[config.mk]
export PLATFORM = sky130hd
export DESIGN_NAME = register_file_flat
export DESIGN_NICKNAME = d
export VERILOG_FILES = /design/src/rtl/ee446_datapath_pkg.sv /design/src/rtl/register_file_if.sv /design/src/rtl/register_file_wr_decoder.sv /design/src/rtl/register_file.sv /design/src/flat_wrapper.sv
export SDC_FILE = /design/constraint.sdc
export NUM_CORES = 2
export LEC_CHECK = 0
export BUFFER_PORTS_ARGS = -buffer_cell sky130_fd_sc_hd__buf_2
export CAP_MARGIN = 20
export CORE_UTILIZATION = 41
export CTS_BUF_LIST = sky130_fd_sc_hd__clkbuf_2 sky130_fd_sc_hd__clkbuf_4 sky130_fd_sc_hd__clkbuf_8
export CTS_CLUSTER_DIAMETER = 30
export DETAILED_ROUTE_END_ITERATION = 7
export SLEW_MARGIN = 20
export SYNTH_ARGS = -nofsm -noshare
export SYNTH_HDL_FRONTEND = slang
export SYNTH_SLANG_ARGS = --single-unit
[constraint.sdc]
create_clock -name clk -period 1.57 [get_ports clk]
set_input_delay 0.0785 -clock clk [delete_from_list [all_inputs] [get_ports clk]]
set_output_delay 0.0785 -clock clk [all_outputs]
set_load 0.03 [all_outputs]
[src/rtl/ee446_datapath_pkg.sv]
// Shared datapath constants for the multi-cycle processor: register-file
// address width, register count and the special PC/LR register indices.
package ee446_datapath_pkg;

   localparam int REG_ADDR_W = 4;
   localparam int REG_COUNT  = 16;

   localparam logic [REG_ADDR_W-1:0] PC_IDX = 4'd15;
   localparam logic [REG_ADDR_W-1:0] LR_IDX = 4'd14;

endpackage

[src/rtl/register_file_if.sv]
// Register-file access bundle: two read ports, the general write port,
// the link-register write port and the externally supplied PC+8 value.
interface register_file_if
   import ee446_datapath_pkg::*;
#(
   parameter int W = 32
) ();

   logic [REG_ADDR_W-1:0] a1;
   logic [REG_ADDR_W-1:0] a2;
   logic [REG_ADDR_W-1:0] a3;
   logic                  we3;
   logic [W-1:0]          wd3;
   logic                  link_we;
   logic [W-1:0]          link_data;
   logic [W-1:0]          r15;
   logic [W-1:0]          rd1;
   logic [W-1:0]          rd2;

   modport master (
      output a1, a2, a3, we3, wd3, link_we, link_data, r15,
      input  rd1, rd2
   );

   modport slave (
      input  a1, a2, a3, we3, wd3, link_we, link_data, r15,
      output rd1, rd2
   );

endinterface

[src/rtl/register_file_wr_decoder.sv]
// Write-port decoder: per-register write enables for R0-R14 and the source
// select (wd3 or link_data). R15 is never written; the link port owns R14.
module regfile_wr_decoder
   import ee446_datapath_pkg::*;
(
   input  logic [REG_ADDR_W-1:0] a3,
   input  logic                  we3,
   input  logic                  link_we,
   output logic [REG_COUNT-2:0]  wr_en,
   output logic [REG_COUNT-2:0]  src_link
);

   // The loop stops at R14, so a3 = 15 simply matches nothing.
   always_comb begin
      wr_en    = '0;
      src_link = '0;
      for (int i = 0; i < REG_COUNT - 1; i++) begin
         if (we3 && (a3 == REG_ADDR_W'(i))) begin
            wr_en[i] = 1'b1;
         end
      end
      if (link_we) begin
         wr_en[LR_IDX]    = 1'b1;
         src_link[LR_IDX] = 1'b1;
      end
   end

endmodule

[src/rtl/register_file.sv]
// Sixteen-entry register file (R15 reads back PC+8) with one general and one
// link write port. Define REGFILE_BYPASS_EN for same-cycle write-through reads.
module register_file
   import ee446_datapath_pkg::*;
#(
   parameter int W = 32
) (
   input  logic            clk,
   input  logic            rst,
   register_file_if.slave  bus
);

   logic [W-1:0]         regs_q [REG_COUNT-1];
   logic [W-1:0]         regs_d [REG_COUNT-1];
   logic [REG_COUNT-2:0] wr_en;
   logic [REG_COUNT-2:0] src_link;
   logic [W-1:0]         rd1_v;
   logic [W-1:0]         rd2_v;

   regfile_wr_decoder u_wr_decoder (
      .a3       (bus.a3),
      .we3      (bus.we3),
      .link_we  (bus.link_we),
      .wr_en    (wr_en),
      .src_link (src_link)
   );

   always_comb begin
      for (int i = 0; i < REG_COUNT - 1; i++) begin
         regs_d[i] = regs_q[i];
         if (wr_en[i]) begin
            regs_d[i] = src_link[i] ? bus.link_data : bus.wd3;
         end
      end
   end

   // Reset outranks both write ports, dropping any write in that cycle.
   always_ff @(posedge clk) begin
      for (int i = 0; i < REG_COUNT - 1; i++) begin
         if (rst) begin
            regs_q[i] <= '0;
         end else begin
            regs_q[i] <= regs_d[i];
         end
      end
   end

   always_comb begin
      rd1_v = bus.r15;
      rd2_v = bus.r15;
      for (int i = 0; i < REG_COUNT - 1; i++) begin
         if (bus.a1 == REG_ADDR_W'(i)) rd1_v = regs_q[i];
         if (bus.a2 == REG_ADDR_W'(i)) rd2_v = regs_q[i];
      end
`ifdef REGFILE_BYPASS_EN
      // Link data is checked last so it overrides wd3, matching write priority.
      if (!rst && (bus.a1 != PC_IDX)) begin
         if (bus.we3 && (bus.a1 == bus.a3)) rd1_v = bus.wd3;
         if (bus.link_we && (bus.a1 == LR_IDX)) rd1_v = bus.link_data;
      end
      if (!rst && (bus.a2 != PC_IDX)) begin
         if (bus.we3 && (bus.a2 == bus.a3)) rd2_v = bus.wd3;
         if (bus.link_we && (bus.a2 == LR_IDX)) rd2_v = bus.link_data;
      end
`endif
   end

   assign bus.rd1 = rd1_v;
   assign bus.rd2 = rd2_v;

endmodule
[src/flat_wrapper.sv]
// flat-port wrapper written by rule: the top's interface ports become plain ports
module register_file_flat import ee446_datapath_pkg::*;
#(
   parameter int W = 32
)
  (clk, rst, bus_a1, bus_a2, bus_a3, bus_we3, bus_wd3, bus_link_we, bus_link_data, bus_r15, bus_rd1, bus_rd2);
  register_file_if #(.W(W)) bus_i ();
  input  logic clk;
  input  logic rst;
  input wire logic [$bits(bus_i.a1)-1:0] bus_a1;
  input wire logic [$bits(bus_i.a2)-1:0] bus_a2;
  input wire logic [$bits(bus_i.a3)-1:0] bus_a3;
  input wire logic [$bits(bus_i.we3)-1:0] bus_we3;
  input wire logic [$bits(bus_i.wd3)-1:0] bus_wd3;
  input wire logic [$bits(bus_i.link_we)-1:0] bus_link_we;
  input wire logic [$bits(bus_i.link_data)-1:0] bus_link_data;
  input wire logic [$bits(bus_i.r15)-1:0] bus_r15;
  output wire logic [$bits(bus_i.rd1)-1:0] bus_rd1;
  output wire logic [$bits(bus_i.rd2)-1:0] bus_rd2;
  assign bus_i.a1 = bus_a1;
  assign bus_i.a2 = bus_a2;
  assign bus_i.a3 = bus_a3;
  assign bus_i.we3 = bus_we3;
  assign bus_i.wd3 = bus_wd3;
  assign bus_i.link_we = bus_link_we;
  assign bus_i.link_data = bus_link_data;
  assign bus_i.r15 = bus_r15;
  assign bus_rd1 = bus_i.rd1;
  assign bus_rd2 = bus_i.rd2;
  register_file #(.W(W)) u_core (.clk(clk), .rst(rst), .bus(bus_i));
endmodule
==> impl_metrics.yaml <==
global_route:
  grt_usage_pct: 46.9
  gr-total-overflow: 0
  grt_pass1_wl_um: 230000
  grt_max_degree: 78
  antenna_found_initial: 6
  grt_pass1_vias: 33100
power:
  pwr-share-seq_pct: 31.7
  comb_power_share_pct: 19.5
  intPower_uw: 27500
  power_density_mw_per_mm2: 969
  p_leak_uw: 0.0155
  swShare_pct: 30.9
  power.total_uw: 39800
  switchingPower_uw: 12300
  ir_drop_v: 0.000972
  clockPowerShare_pct: 48.8
logic_synthesis:
  synthDistinctLibCells: 79
  syn-mean-instance-area_um2: 7.31
  synth-compound-area-share_pct: 27.9
  synthMuxAreaShare_pct: 9.64
  yosysTopAreaCellShare_pct: 34.8
  synth_cells: 3781
  synth_area_mm2: 0.0276
  ys_ff_latch: 480
  synth_top_family_by_area: "compound AO/OA/AOI/OAI gates"
  yosys.area_share.xor_xnor_pct: 0
  yosysWarnings: 0
  synth-seq-area-share_pct: 34.8
  synth_fp_nets: 3893
  yosys-top-cells-area: "dfxtp_1, nand2_1, a21oi_1"
  synth-simple-area-share_pct: 21.4
  synthFlopType: "dfxtp_1"
  synthArstFlopShare_pct: 0
  synth_edf_count: 0
  yosys.area_share.adder_pct: 0
  synth_top_area_cell: "dfxtp_1"
clocking:
  root_buffer: "clkbuf_8"
  cts.sinks: 480
  cts_tree: "built"
  cts_buffer_depth: 3
  clk_transition_reported_paths_ns: 0.05
  htree_levels: 4
  insertion_delay_ns: 0.80
  cts_buffers: 131
die:
  die_h_um: 262
  boundaryPins: 176
  fp.coreArea_mm2: 0.0662
  die_w_um: 262
  start_util_pct: 41.7
  die-area_mm2: 0.0684
  rows: 94
cells_and_area:
  drive_above_1_share_pct: 34.8
  layout_common_cells: "nand2_1, a21oi_1, buf_4"
  largestRegisters: "u_core.regs_q (480)"
  largest_reg_flops: 480
  final_common_cell: "nand2_1"
  syn_to_final_growth_pct: 48.8
  final_cells: 5502
  regMostFlops: "u_core.regs_q"
  nets: 4639
timing:
  finalHoldViolCount: 1
  worstMarginPinSlew_ns: 0.657
  setup_viol: 64
  skew_ns: 0
  finalCritPeriodShare_pct: 171
  setup_ws_ns: -1.12
  rsz0062_at_grt: "yes"
  relSlewSlack_pct: 56.0
  drv_slew: 0
  finalWorstPathRequiredPeriod_ns: 2.69
  tns_ns: -48.74
  max_freq_ghz: 0.372
  whs_ns: -0.152
critical_path:
  critPathCaptureType: "primary output"
  critPathRequiredTime_ns: 1.49
  startpoint_type: "register"
  worstSetupPathType: "reg2out"
  regToRegSetupSlack_ns: 0.01
  crit_fanout: 2
  arrival_ns: 2.61
run_status:
  violations: "negative hold slack, negative setup slack"
  status: "finished with violations"
place:
  numPortBuffers: 175
  dp_cells: 5150
  dp_slack_ns: -0.662
  gp_congestion: 1.06
  place_hpwl_um: 114000
route:
  viasPerCell: 6.34
  via_count: 34900
  drtPass1Iterations: 8
  drc: 0
  avgRoutedWirePerCell_um: 29.7
  ant_nets: 0
  routed_wl_um: 163000
  drtIter0Drc: 4754
job:
  maxCapViolCount: 0
hold_path:
  hold_path_class: "in2reg"
==> per-layer routing <==
layer	track usage, %	up-vias	wire length (µm)
met3	11.6	707	19200
met4	34.5	2	13900
met5	0	-	9
met1	57.9	16600	60800
li1	-	14900	-
met2	70.9	2585	69600
==> kinds of logic after synthesis <==
| kind of cell | Yosys count |
|---|---|
| and+or+nand+nor | 1430 |
| AOI/OAI and AO/OA | 1279 |
| DFF | 480 |
| buffers and inverters | 380 |
| muxes | 212 |
==> stage by stage <==
stage / instance area [µm²] / utilization (%) / hold slack, ns
3_5_place_dp: 35100 / 53.1 / 0.399
4_1_cts: 40700 / 61.5 / 0.00289
3_3_place_gp: 35100 / 53.1 / 0.389
5_1_grt: 41100 / 62.1 / 0.0161
6_report: 41100 / 62.1 / -0.152
2_1_floorplan: 28100 / - / 0.214
==> cell type report <==
class                      count  area, µm²
fill                        5795      25100
multi-input combinational   2921      18000
sequential                   480       9760
timing repair buffer         985       9110
clock buffer                 169       2210
tap                          864       1080
clock inverter                71        858
inverter                       8       30.0
antenna                        4       10.0
==> final timing paths <==
path / startpoint / endpoint / cells after the start
min reg2reg: u_core.regs_q[0][1] / u_core.regs_q[0][1] / 2
max reg2reg: u_core.regs_q[14][21] / u_core.regs_q[14][21] / 4
max: u_core.regs_q[8][17] / bus_rd2[17] / 6
min: bus_link_we / u_core.regs_q[14][28] / 3
==> power groups by stage <==
stage	logic (µW)	registers [µW]	clock network, µW
finish	7750	12600	19500
global route	7910	12600	20100
CTS	7360	12600	19400
detailed placement	6550	12800	0
global placement	6550	12800	0
floorplan	3210	12700	0
==> synthesized netlist by cell type (8+ instances only) <==
cell type  instances
nand2_1         1090
a21oi_1          624
dfxtp_1          480
clkbuf_1         229
o21ai_0          195
nor2_1           138
mux2i_1          131
buf_2             97
o22ai_1           87
nor2b_1           63
a22oi_1           51
mux2_2            42
mux4_2            39
o221ai_1          39
a211oi_1          37
o211ai_1          35
buf_4             31
nand2b_1          28
a221oi_1          25
nand3_1           25
o21a_1            23
a31oi_1           17
nor3_1            17
o22a_1            16
a22o_1            13
and2_1            13
a211o_1           11
or2_2             10
a21boi_0           9
a2bb2oi_1          9
buf_6              9
a21o_1             8
a222oi_1           8
==> worst max-delay path, cell delays in order (launching register included) <==
cell       delay (ns)
dfxtp_2          0.32
or4b_4           0.44
o2111a_1         0.12
a211o_1          0.27
a31oi_4          0.25
a2bb2oi_4        0.24
buf_6            0.17
==> repair_timing <==
item,CTS,global route
setup buffers,6,2
hold endpoints to repair,480,1
pin swaps,166,59
hold buffers,110,1
setup endpoints to repair,64,74
gates resized for setup,423,115
(Power assumes the default switching activity.)
